`src/rtl/cc_demux_12.sv`:
```
// cc_demux_12: packet-locked 1-to-2 stream demux with one output register per channel; optional CC_DEMUX_12_COUNT_EN adds per-channel handshake counters
module cc_demux_12 #(
  parameter int NUMBER_DATAWIDTH = 8
) (
  input  logic                        CC_DEMUX_12_CLOCK_50,
  input  logic                        CC_DEMUX_12_RESET_InLow,
  input  logic [NUMBER_DATAWIDTH-1:0] CC_DEMUX_12_data_InBUS,
  input  logic                        CC_DEMUX_12_valid_In,
  input  logic                        CC_DEMUX_12_last_In,
  input  logic                        CC_DEMUX_12_select_In,
  output logic                        CC_DEMUX_12_ready_Out,
  output logic [NUMBER_DATAWIDTH-1:0] CC_DEMUX_12_data1_OutBUS,
  output logic [NUMBER_DATAWIDTH-1:0] CC_DEMUX_12_data2_OutBUS,
  output logic                        CC_DEMUX_12_valid1_Out,
  output logic                        CC_DEMUX_12_valid2_Out,
  output logic                        CC_DEMUX_12_last1_Out,
  output logic                        CC_DEMUX_12_last2_Out,
  input  logic                        CC_DEMUX_12_ready1_In,
  input  logic                        CC_DEMUX_12_ready2_In
`ifdef CC_DEMUX_12_COUNT_EN
  ,
  output logic [7:0]                  CC_DEMUX_12_count1_OutBUS,
  output logic [7:0]                  CC_DEMUX_12_count2_OutBUS
`endif
);

  typedef enum logic [1:0] {IDLE, ROUTE1, ROUTE2} state_t;

  state_t state, nextState;
  logic   targetTwo, accept, loadOne, loadTwo;

  // Target selection, upstream ready and next-state; select is only honoured at a packet start
  always_comb begin
    nextState = state;
    targetTwo = (state == IDLE) ? CC_DEMUX_12_select_In : (state == ROUTE2);
    CC_DEMUX_12_ready_Out = CC_DEMUX_12_RESET_InLow &&
      (targetTwo ? (!CC_DEMUX_12_valid2_Out || CC_DEMUX_12_ready2_In)
                 : (!CC_DEMUX_12_valid1_Out || CC_DEMUX_12_ready1_In));
    accept  = CC_DEMUX_12_valid_In && CC_DEMUX_12_ready_Out;
    loadOne = accept && !targetTwo;
    loadTwo = accept && targetTwo;
    if (accept)
      nextState = CC_DEMUX_12_last_In ? IDLE : (targetTwo ? ROUTE2 : ROUTE1);
  end

  // Packet-lock state register
  always_ff @(posedge CC_DEMUX_12_CLOCK_50 or negedge CC_DEMUX_12_RESET_InLow) begin
    if (!CC_DEMUX_12_RESET_InLow) state <= IDLE;
    else                          state <= nextState;
  end

  // Channel 1 output register: load on accept, otherwise empty on downstream handshake
  always_ff @(posedge CC_DEMUX_12_CLOCK_50 or negedge CC_DEMUX_12_RESET_InLow) begin
    if (!CC_DEMUX_12_RESET_InLow) begin
      CC_DEMUX_12_data1_OutBUS <= '0;
      CC_DEMUX_12_last1_Out    <= 1'b0;
      CC_DEMUX_12_valid1_Out   <= 1'b0;
    end else if (loadOne) begin
      CC_DEMUX_12_data1_OutBUS <= CC_DEMUX_12_data_InBUS;
      CC_DEMUX_12_last1_Out    <= CC_DEMUX_12_last_In;
      CC_DEMUX_12_valid1_Out   <= 1'b1;
    end else if (CC_DEMUX_12_ready1_In) begin
      CC_DEMUX_12_valid1_Out   <= 1'b0;
    end
  end

  // Channel 2 output register: load on accept, otherwise empty on downstream handshake
  always_ff @(posedge CC_DEMUX_12_CLOCK_50 or negedge CC_DEMUX_12_RESET_InLow) begin
    if (!CC_DEMUX_12_RESET_InLow) begin
      CC_DEMUX_12_data2_OutBUS <= '0;
      CC_DEMUX_12_last2_Out    <= 1'b0;
      CC_DEMUX_12_valid2_Out   <= 1'b0;
    end else if (loadTwo) begin
      CC_DEMUX_12_data2_OutBUS <= CC_DEMUX_12_data_InBUS;
      CC_DEMUX_12_last2_Out    <= CC_DEMUX_12_last_In;
      CC_DEMUX_12_valid2_Out   <= 1'b1;
    end else if (CC_DEMUX_12_ready2_In) begin
      CC_DEMUX_12_valid2_Out   <= 1'b0;
    end
  end

`ifdef CC_DEMUX_12_COUNT_EN
  // Per-channel output handshake counters, wrapping naturally at 8 bits
  always_ff @(posedge CC_DEMUX_12_CLOCK_50 or negedge CC_DEMUX_12_RESET_InLow) begin
    if (!CC_DEMUX_12_RESET_InLow) begin
      CC_DEMUX_12_count1_OutBUS <= '0;
      CC_DEMUX_12_count2_OutBUS <= '0;
    end else begin
      if (CC_DEMUX_12_valid1_Out && CC_DEMUX_12_ready1_In) CC_DEMUX_12_count1_OutBUS <= CC_DEMUX_12_count1_OutBUS + 8'd1;
      if (CC_DEMUX_12_valid2_Out && CC_DEMUX_12_ready2_In) CC_DEMUX_12_count2_OutBUS <= CC_DEMUX_12_count2_OutBUS + 8'd1;
    end
  end
`endif

endmodule

```
`config.mk`:
```
export PLATFORM = sky130hd
export DESIGN_NAME = cc_demux_12
export DESIGN_NICKNAME = d
export VERILOG_FILES = /design/src/rtl/cc_demux_12.sv
export SDC_FILE = /design/constraint.sdc
export NUM_CORES = 1
export LEC_CHECK = 0
export CAP_MARGIN = 10
export CORE_MARGIN = 3
export CORE_UTILIZATION = 41
export CTS_CLUSTER_DIAMETER = 60
export DETAILED_ROUTE_END_ITERATION = 7
export PLACE_DENSITY = 0.77
export SYNTH_ARGS = -nofsm -noshare
export SYNTH_HDL_FRONTEND = slang
export SYNTH_SLANG_ARGS = --single-unit
```
`constraint.sdc`:
```
create_clock -name CC_DEMUX_12_CLOCK_50 -period 1.8 [get_ports CC_DEMUX_12_CLOCK_50]
set_input_delay 0.54 -clock CC_DEMUX_12_CLOCK_50 [delete_from_list [all_inputs] [get_ports CC_DEMUX_12_CLOCK_50]]
set_output_delay 0.54 -clock CC_DEMUX_12_CLOCK_50 [all_outputs]
set_load 0.02 [all_outputs]
```
# Word-level counts from Yosys, hierarchy flattened
# Index checks and enable logic that the tools add are counted.
classes:
  addsub: 0
  bitwise_logic: 0
  n_div: 0
  mux: 8
  order_cmp: 0
  shift: 0
  multipliers: 0
  eq_ne: 1
  n_reduce_logical: 12
op_table:
  columns: ["operator", "n"]
  rows:
  - ["two-way mux 1 bit", 6]
  - ["logical AND 1 bit", 4]
  - ["two-way mux 2 bit", 2]
  - ["nonzero test 2 bit", 2]
  - ["zero test 1 bit", 3]
  - ["== test 2 bit, second input constant", 1]
  - ["zero test 2 bit", 1]
  - ["logical OR 1 bit", 2]
word_totals:
  register_bits: 22
  inputBits: 15
  ram_bits: 0
  elab_cells: 28
  latchBits: 0
  mem_bits_ro: 0
  mem_count: 0
  output_inout_bits: 21

# Longest topological paths before layout
# Gate-level depths: netlist of run 1.
depth:
  ltp_word: 7
  mapped_depth: 4
  ltp_nobuf: 3

# Worst setup path before layout of run 1
# Ideal clock, no wire load.
synth_timing:
  kind: "in2out"
  startpoint: "in CC_DEMUX_12_ready1_In"
  endpoint: "out CC_DEMUX_12_ready_Out"
  path_stages: 3
  slack_ns: 0.111
  n_path_buf: 0
  arrival_time_ns: 1.149
  cell_sequence: "nor2b_1 nand2_1 o211a_1"
synth_between:
  elab_chain_len: 3
synth_lines:
  columns: ["item", "line_no", "text"]
  rows:
  - ["start: declaration", "18", "input logic CC_DEMUX_12_ready1_In,"]
  - ["logical OR 1 bit", "38", ": (!CC_DEMUX_12_valid1_Out || CC_DEMUX_12_ready1_In));"]
  - ["two-way mux 1 bit", "37", "(targetTwo ? (!CC_DEMUX_12_valid2_Out || CC_DEMUX_12_ready2_In)"]
  - ["logical AND 1 bit", "36", "CC_DEMUX_12_ready_Out = CC_DEMUX_12_RESET_InLow &&"]
  - ["end: declaration", "11", "output logic CC_DEMUX_12_ready_Out,"]
# No other way between the ends.

# Worst setup path after layout of run 1
layout_timing:
  startpoint: "in CC_DEMUX_12_ready2_In"
  endpoint: "out CC_DEMUX_12_ready_Out"
layout_between:
  elab_chain_len: 3
layout_lines:
  columns: ["item", "line_no", "text"]
  rows:
  - ["start: declaration", "19", "input logic CC_DEMUX_12_ready2_In"]
  - ["logical OR 1 bit", "37", null]
  - ["two-way mux 1 bit", "37", null]
  - ["logical AND 1 bit", "36", null]
# No other way between the ends.

==> insert_results.sql, run 1 <==
INSERT INTO impl_metrics (metric_group, metric, value, unit) VALUES
('drt', 'route.final.wire_length', '2010', 'um'),
('synth', 'xor_xnor_fraction_of_synth_area', '0', '%'),
('critical_path', 'worst_ep_arrival_time', '1.27', 'ns'),
('grt', 'grtUsageTotal', '17.3', '%'),
('power_and_ir_drop', 'vdd_ir_drop_max', '0.972', 'mV'),
('floorplanning', 'num_rows', '16', ''),
('drt', 'route.detailed.drc', '0', ''),
('drt', 'drt-wirelength-per-cell', '14.7', 'um'),
('final_layout', 'final_cells', '137', ''),
('timing', 'period_minus_slack', '1.81', 'ns'),
('final_layout', 'design.final.nets', '126', ''),
('clock_network', 'insertion_delay', '0.30', 'ns'),
('power_and_ir_drop', 'total_power', '2.09', 'mW'),
('timing', 'finalMaxSlewViolations', '0', ''),
('floorplanning', 'die_width', '52.2', 'um'),
('grt', 'pin_count_of_the_biggest_net_entering_global_routing', '13', ''),
('critical_path', 'critical_path.startpoint_type', 'primary input', ''),
('drt', 'dr.pass1.iters', '2', ''),
('critical_path', 'worstReg2RegEnd', 'CC_DEMUX_12_data1_OutBUS[6]', ''),
('synth', 'post_synth.cell_area_avg', '15.6', 'sq um'),
('synth', 'synthesis.area', '876', 'sq um'),
('final_layout', 'final_layout_size_suffix_gt1_share', '41.8', '%'),
('timing', 'final_critical_path_setup_slack', '-0.00866', 'ns'),
('synth', 'synth_cell_type_count', '15', ''),
('critical_path', 'timing.reg2reg.worst_path_depth', '6', ''),
('synth', 'postSynthNetCount', '71', ''),
('critical_path', 'critical_path.endpoint_type', 'output pin', ''),
('final_layout', 'antenna-diode-count', '0', ''),
('grt', 'grt_pass1_vias', '724', ''),
('critical_path', 'path_max_fanout', '2', ''),
('drt', 'via_per_inst', '4.99', ''),
('synth', 'synthesized_area_fraction_occupied_by_ao_oa_aoi_and_oai_cells', '7.00', '%'),
('final_layout', 'areaGrowthSynthToFinish', '65.3', '%'),
('power_and_ir_drop', 'power.density_cell_area', '1440', 'nW/um^2'),
('timing', 'max_slew.worst_pin.slew', '0.332', 'ns'),
('timing', 'setup_violations', '1', ''),
('final_layout', 'final-seq-area', '551', 'sq um'),
('clock_network', 'hold_buffers', '0', ''),
('floorplanning', 'floorplan.io_pins', '36', ''),
('synth', 'post_synth_inst_count', '56', ''),
('clock_network', 'clkSlewWorstSetupHoldPaths', '0.11', 'ns'),
('final_layout', 'layout.cells.most_common', 'sky130_fd_sc_hd__dlygate4sd2_1', ''),
('timing', 'hold_viol_final', '0', ''),
('clock_network', 'clockBufferDepth', '2', ''),
('timing', 'finalCritPeriodShare', '100', '%'),
('timing', 'grt_setup_unrepaired', 'true', ''),
('synth', 'synth_top_family_by_area', 'multiplexers', ''),
('clock_network', 'cts.sink_count', '22', ''),
('timing', 'fin_tns_setup', '-0.00866', 'ns'),
('placed_design', 'port-buffer-count', '35', ''),
('timing', 'slew_headroom', '77.6', '%'),
('synth', 'synth_adder_area_share', '0', '%'),
('synth', 'synth.ff_latch_count', '22', ''),
('drt', 'via_count', '684', ''),
('synth', 'synth.yosys.seq_area_share', '62.9', '%'),
('synth', 'yosys-mux-area-fraction', '24.3', '%'),
('power_and_ir_drop', 'cellLeakagePower', '0.671', 'nW'),
('critical_path', 'critical_path_data_required_time', '1.26', 'ns'),
('critical_path', 'worst-r2r-setup-slack', '0.10', 'ns'),
('placed_design', 'place_congestion', '0.743', ''),
('grt', 'grt_pass1_wl', '3360', 'um'),
('final_layout', 'layout_common_cells', 'sky130_fd_sc_hd__dlygate4sd2_1, sky130_fd_sc_hd__dfrtp_1, sky130_fd_sc_hd__mux2_2, sky130_fd_sc_hd__buf_4, sky130_fd_sc_hd__clkdlybuf4s50_1', ''),
('clock_network', 'cts_tree', 'built', ''),
('synth', 'count_of_warnings_emitted_by_yosys', '0', ''),
('critical_path', 'timing_worst_setup_path_type', 'in2out', ''),
('floorplanning', 'start_util', '43.8', '%'),
('clock_network', 'cts.htree.levels', '1', ''),
('synth', 'synth-simple-area-share', '5.00', '%'),
('run_status', 'outcome', 'finished, violations left', ''),
('placed_design', 'dpl.hpwl', '1460', 'um'),
('run_status', 'failed_checks', 'setup timing', '');
-- cell families after synthesis --
logic type | count (synthesis)
AO/OA/AOI/OAI | 8
buffers and inverters | 1
flip-flops | 22
multiplexers | 19
AND/OR/NAND/NOR | 6
-- layer usage --
| metal | routed length (um) | global-route usage (%) |
|---|---|---|
| met2 | 1150 | 30.8 |
| met3 | 96 | 3.42 |
| met1 | 749 | 19.2 |
| met4 | 14 | 9.36 |
| met5 | 0 | 0 |
-- cell usage after synthesis --
cell type | count | area [sq um]
sky130_fd_sc_hd__dfrtp_1 | 22 | 551
sky130_fd_sc_hd__mux2_2 | 18 | 203
sky130_fd_sc_hd__nand2_1 | 2 | 7.51
sky130_fd_sc_hd__o21ai_0 | 2 | 10.0
sky130_fd_sc_hd__o21bai_1 | 2 | 15.0
sky130_fd_sc_hd__buf_4 | 1 | 7.51
sky130_fd_sc_hd__mux2i_1 | 1 | 10.0
sky130_fd_sc_hd__nand2b_1 | 1 | 6.26
sky130_fd_sc_hd__nor2b_1 | 1 | 6.26
sky130_fd_sc_hd__nor3_4 | 1 | 16.3
sky130_fd_sc_hd__nor3b_1 | 1 | 7.51
sky130_fd_sc_hd__o211a_1 | 1 | 10.0
sky130_fd_sc_hd__o21ba_2 | 1 | 10.0
sky130_fd_sc_hd__o31ai_1 | 1 | 7.51
sky130_fd_sc_hd__o41ai_1 | 1 | 8.76
-- state kept, by name (all words and copies together) (netlist names) --
signal                    count
CC_DEMUX_12_data1_OutBUS      8
CC_DEMUX_12_data2_OutBUS      8
CC_DEMUX_12_last1_Out         1
CC_DEMUX_12_last2_Out         1
CC_DEMUX_12_valid1_Out        1
CC_DEMUX_12_valid2_Out        1
state                         2
-- stage by stage --
stage	worst slack [ns]	instance area [sq um]	util, %	hold slack [ns]
floorplan	0.111	876	-	0.244
global placement	-0.662	1340	66.9	0.490
detailed placement	-0.755	1340	66.9	0.495
CTS	-0.0211	1440	71.9	0.353
global route	-0.0631	1450	72.3	0.365
finish	-0.00866	1450	72.3	0.369
-- where the power goes --
part	total, mW	internal [mW]	switching, mW	leakage [nW]
Clock	0.264	0.123	0.141	0.0210
Sequential	0.824	0.712	0.112	0.263
Combinational	1.00	0.505	0.497	0.387
Total	2.09	1.34	0.749	0.671
-- worst max-delay path by stage --
stage | start | end | slack, ns | cells after the start
2_1_floorplan | CC_DEMUX_12_ready1_In | CC_DEMUX_12_ready_Out | 0.11 | 3
3_3_place_gp | CC_DEMUX_12_select_In | CC_DEMUX_12_ready_Out | -0.66 | 4
3_5_place_dp | CC_DEMUX_12_select_In | CC_DEMUX_12_ready_Out | -0.76 | 4
4_1_cts | state[0] | CC_DEMUX_12_ready_Out | -0.02 | 3
5_1_grt | state[1] | CC_DEMUX_12_ready_Out | -0.06 | 4
6_report | CC_DEMUX_12_ready2_In | CC_DEMUX_12_ready_Out | -0.009 | 4
-- layout make-up --
| class | count | share of cell area, % |
|---|---|---|
| clock buffers | 4 | 2.51 |
| multi-input cells | 33 | 23.9 |
| flip-flops and latches | 22 | 38.0 |
| well taps | 27 | 2.33 |
| repair buffers | 51 | 33.2 |
-- what timing repair did --
| action | CTS | global route |
|---|---|---|
| resized for setup | 39 | 0 |
| pin swaps | 3 | 2 |
| buffers inserted | 3 | 1 |
| setup endpoints to repair | 41 | 1 |
| cloned | 1 | 0 |
-- worst max-delay path: stages --
cell	delay [ns]
sky130_fd_sc_hd__dlygate4sd2_1	0.24
sky130_fd_sc_hd__nand2b_4	0.13
sky130_fd_sc_hd__o211a_1	0.23
sky130_fd_sc_hd__buf_6	0.13
(Power assumes the default switching activity.)
==> run 2, diff against run 1 <==
--- a/config.mk
+++ b/config.mk
@@ -10,7 +10,7 @@
 export CORE_UTILIZATION = 41
 export CTS_CLUSTER_DIAMETER = 60
 export DETAILED_ROUTE_END_ITERATION = 7
-export PLACE_DENSITY = 0.77
+export PLACE_DENSITY = 0.88
 export SYNTH_ARGS = -nofsm -noshare
 export SYNTH_HDL_FRONTEND = slang
 export SYNTH_SLANG_ARGS = --single-unit
==> insert_results.sql, run 2 (same netlist as run 1, synthesis figures left out) <==
INSERT INTO impl_metrics (metric_group, metric, value, unit) VALUES
('worst_hold_path', 'hold_path.class', 'in2async', ''),
('timing', 'period_minus_slack', '1.83', 'ns'),
('clock_network', 'cts.sink_count', '22', ''),
('grt', 'grt_overflow', '0', ''),
('placed_design', 'place_congestion', '0.716', ''),
('final_layout', 'layout_common_cells', 'sky130_fd_sc_hd__dfrtp_1, sky130_fd_sc_hd__dlygate4sd2_1, sky130_fd_sc_hd__mux2_2, sky130_fd_sc_hd__buf_4, sky130_fd_sc_hd__clkdlybuf4s50_1', ''),
('clock_network', 'hold_buffers', '0', ''),
('final_layout', 'final-seq-area', '551', 'sq um'),
('power_and_ir_drop', 'power.density_cell_area', '1460', 'nW/um^2'),
('timing', 'final_critical_path_setup_slack', '-0.0268', 'ns'),
('drt', 'drt-wirelength-per-cell', '14.2', 'um'),
('clock_network', 'insertion_delay', '0.30', 'ns'),
('final_layout', 'antenna-diode-count', '0', ''),
('placed_design', 'port-buffer-count', '35', ''),
('drt', 'drt_iter0_drc', '4', ''),
('floorplanning', 'start_util', '43.8', '%'),
('timing', 'grt_setup_unrepaired', 'true', ''),
('grt', 'grt_pass1_wl', '2970', 'um'),
('final_layout', 'fillCellCount', '147', ''),
('drt', 'dr.pass1.iters', '2', ''),
('final_layout', 'multiInputGateArea', '352', 'sq um'),
('floorplanning', 'floorplan.die_area', '2730', 'sq um'),
('placed_design', 'dpl.hpwl', '1460', 'um'),
('floorplanning', 'die_width', '52.2', 'um'),
('clock_network', 'cts-buffers-inserted', '3', ''),
('timing', 'fmaxAchievable', '547', 'MHz'),
('drt', 'ant_nets', '0', ''),
('critical_path', 'timing.critical_path.slowest_stage_cell', 'sky130_fd_sc_hd__dlygate4sd2_1', ''),
('critical_path', 'critical_path.top_delay_family', 'buffers and inverters', ''),
('clock_network', 'clkSlewWorstSetupHoldPaths', '0.12', 'ns'),
('final_layout', 'design.final.nets', '125', ''),
('power_and_ir_drop', 'vdd_ir_drop_max', '0.792', 'mV'),
('power_and_ir_drop', 'cellLeakagePower', '0.663', 'nW'),
('clock_network', 'clockBufferDepth', '2', ''),
('grt', 'grtUsageTotal', '15.1', '%'),
('critical_path', 'worst_ep_arrival_time', '1.29', 'ns'),
('critical_path', 'worstPathBufferInverterCount', '2', ''),
('timing', 'finalMaxSlewViolations', '0', ''),
('clock_network', 'cts_tree', 'built', ''),
('grt', 'grt_pass1_vias', '686', ''),
('critical_path', 'critical_path.startpoint_type', 'primary input', ''),
('job', 'max_cap_violations', '0', ''),
('power_and_ir_drop', 'total_power', '2.06', 'mW'),
('critical_path', 'worst-path-stages', '4', ''),
('placed_design', 'dpl_cell_area', '1350', 'sq um'),
('critical_path', 'crit_chain', 'dlygate4sd2_1 -> nand2b_4 -> o211a_1 -> buf_6', ''),
('floorplanning', 'die-height', '52.2', 'um'),
('drt', 'via_per_inst', '4.94', ''),
('timing', 'hold_viol_final', '0', ''),
('timing', 'slew_headroom', '80.6', '%'),
('critical_path', 'path_max_fanout', '2', ''),
('run_status', 'outcome', 'finished, violations left', ''),
('timing', 'worst_hold_slack', '0.486', 'ns'),
('final_layout', 'layout.cell_area.non_filler', '1410', 'sq um'),
('floorplanning', 'core', '2000', 'sq um'),
('drt', 'route.detailed.drc', '0', ''),
('timing', 'setup_violations', '1', ''),
('timing', 'fin_worst_skew', '0.00635', 'ns'),
('timing', 'finalCritPeriodShare', '101', '%'),
('drt', 'route.final.wire_length', '1930', 'um'),
('critical_path', 'timing.reg2reg.worst_path_depth', '6', ''),
('final_layout', 'final_layout_size_suffix_gt1_share', '42.2', '%'),
('clock_network', 'cts.root.buffer_cell', 'sky130_fd_sc_hd__clkbuf_4', ''),
('grt', 'antenna_found_initial', '0', ''),
('timing', 'max_slew.worst_pin.slew', '0.287', 'ns'),
('run_status', 'failed_checks', 'setup timing', ''),
('grt', 'pin_count_of_the_biggest_net_entering_global_routing', '23', ''),
('clock_network', 'cts.htree.levels', '1', ''),
('drt', 'via_count', '672', ''),
('critical_path', 'timing_worst_setup_path_type', 'in2out', ''),
('critical_path', 'critical_path.endpoint_type', 'output pin', ''),
('floorplanning', 'floorplan.io_pins', '36', ''),
('floorplanning', 'num_rows', '16', ''),
('final_layout', 'areaGrowthSynthToFinish', '61.3', '%'),
('critical_path', 'slowest_delay', '0.24', 'ns'),
('final_layout', 'largestRegisters', 'CC_DEMUX_12_data1_OutBUS x8, CC_DEMUX_12_data2_OutBUS x8, state x2', ''),
('critical_path', 'critical_path_data_required_time', '1.26', 'ns');
## run 2: changes by cell type in the layout (fill, tap and decap cells not counted), sizes merged
cell,delta
bufbuf,-1
dlygate4sd2,-1
dlymetal6s2s,+1
## run 2: metal layers
metal | vias up | part of all wire, % | global-route usage (%)
li1 | 314 | - | -
met1 | 337 | 40 | 16.3
met2 | 19 | 54 | 28.2
met3 | 2 | 4.9 | 2.85
met4 | 0 | 0.88 | 6.81
met5 | - | 0 | 0
## run 2: power breakdown
part | internal (mW) | leakage (nW) | switching [mW]
Clock | 0.123 | 0.0210 | 0.140
Combinational | 0.487 | 0.379 | 0.495
Sequential | 0.712 | 0.263 | 0.106
## run 2: cell type report
type	instances	area share, %
Multi-Input combinational cell	33	24.9
Tap cell	27	2.39
Clock buffer	4	2.57
Timing Repair Buffer	50	31.2
Sequential cell	22	39.0
## run 2: stage by stage
step / utilization, % / std cells / TNS, ns / setup slack (ns)
floorplan: - / 56 / 0 / 0.111
finish: 70.6 / 136 / -0.0268 / -0.0268
CTS: 69.9 / 136 / -0.0292 / -0.0292
detailed placement: 67.3 / 129 / -6.52 / -0.706
global route: 70.6 / 136 / -0.0505 / -0.0505
global placement: 67.3 / 129 / -5.53 / -0.654
## run 2: what timing repair did
action	CTS	global route
buffers inserted	3	0
gates resized for setup	35	3
pin swaps	4	2
endpoints found under the hold margin	0	0
endpoints found under the setup margin	29	8
## run 2: worst paths after layout
path	start	endpoint	slack [ns]
setup / recovery	CC_DEMUX_12_ready2_In	CC_DEMUX_12_ready_Out	-0.03
hold / removal	CC_DEMUX_12_RESET_InLow	CC_DEMUX_12_valid2_Out	0.49
setup reg to reg	state[0]	CC_DEMUX_12_last2_Out	0.11
hold reg to reg	CC_DEMUX_12_data1_OutBUS[4]	CC_DEMUX_12_data1_OutBUS[4]	0.51
max in group asynchronous	CC_DEMUX_12_RESET_InLow	CC_DEMUX_12_data1_OutBUS[5]	1.09
min in group CC_DEMUX_12_CLOCK_50	CC_DEMUX_12_data1_OutBUS[4]	CC_DEMUX_12_data1_OutBUS[4]	0.51
## run 2: worst min-delay path, stage by stage
cell and delay, ns:
sky130_fd_sc_hd__dlygate4sd2_1 0.23, sky130_fd_sc_hd__buf_4 0.14, sky130_fd_sc_hd__buf_4 0.27
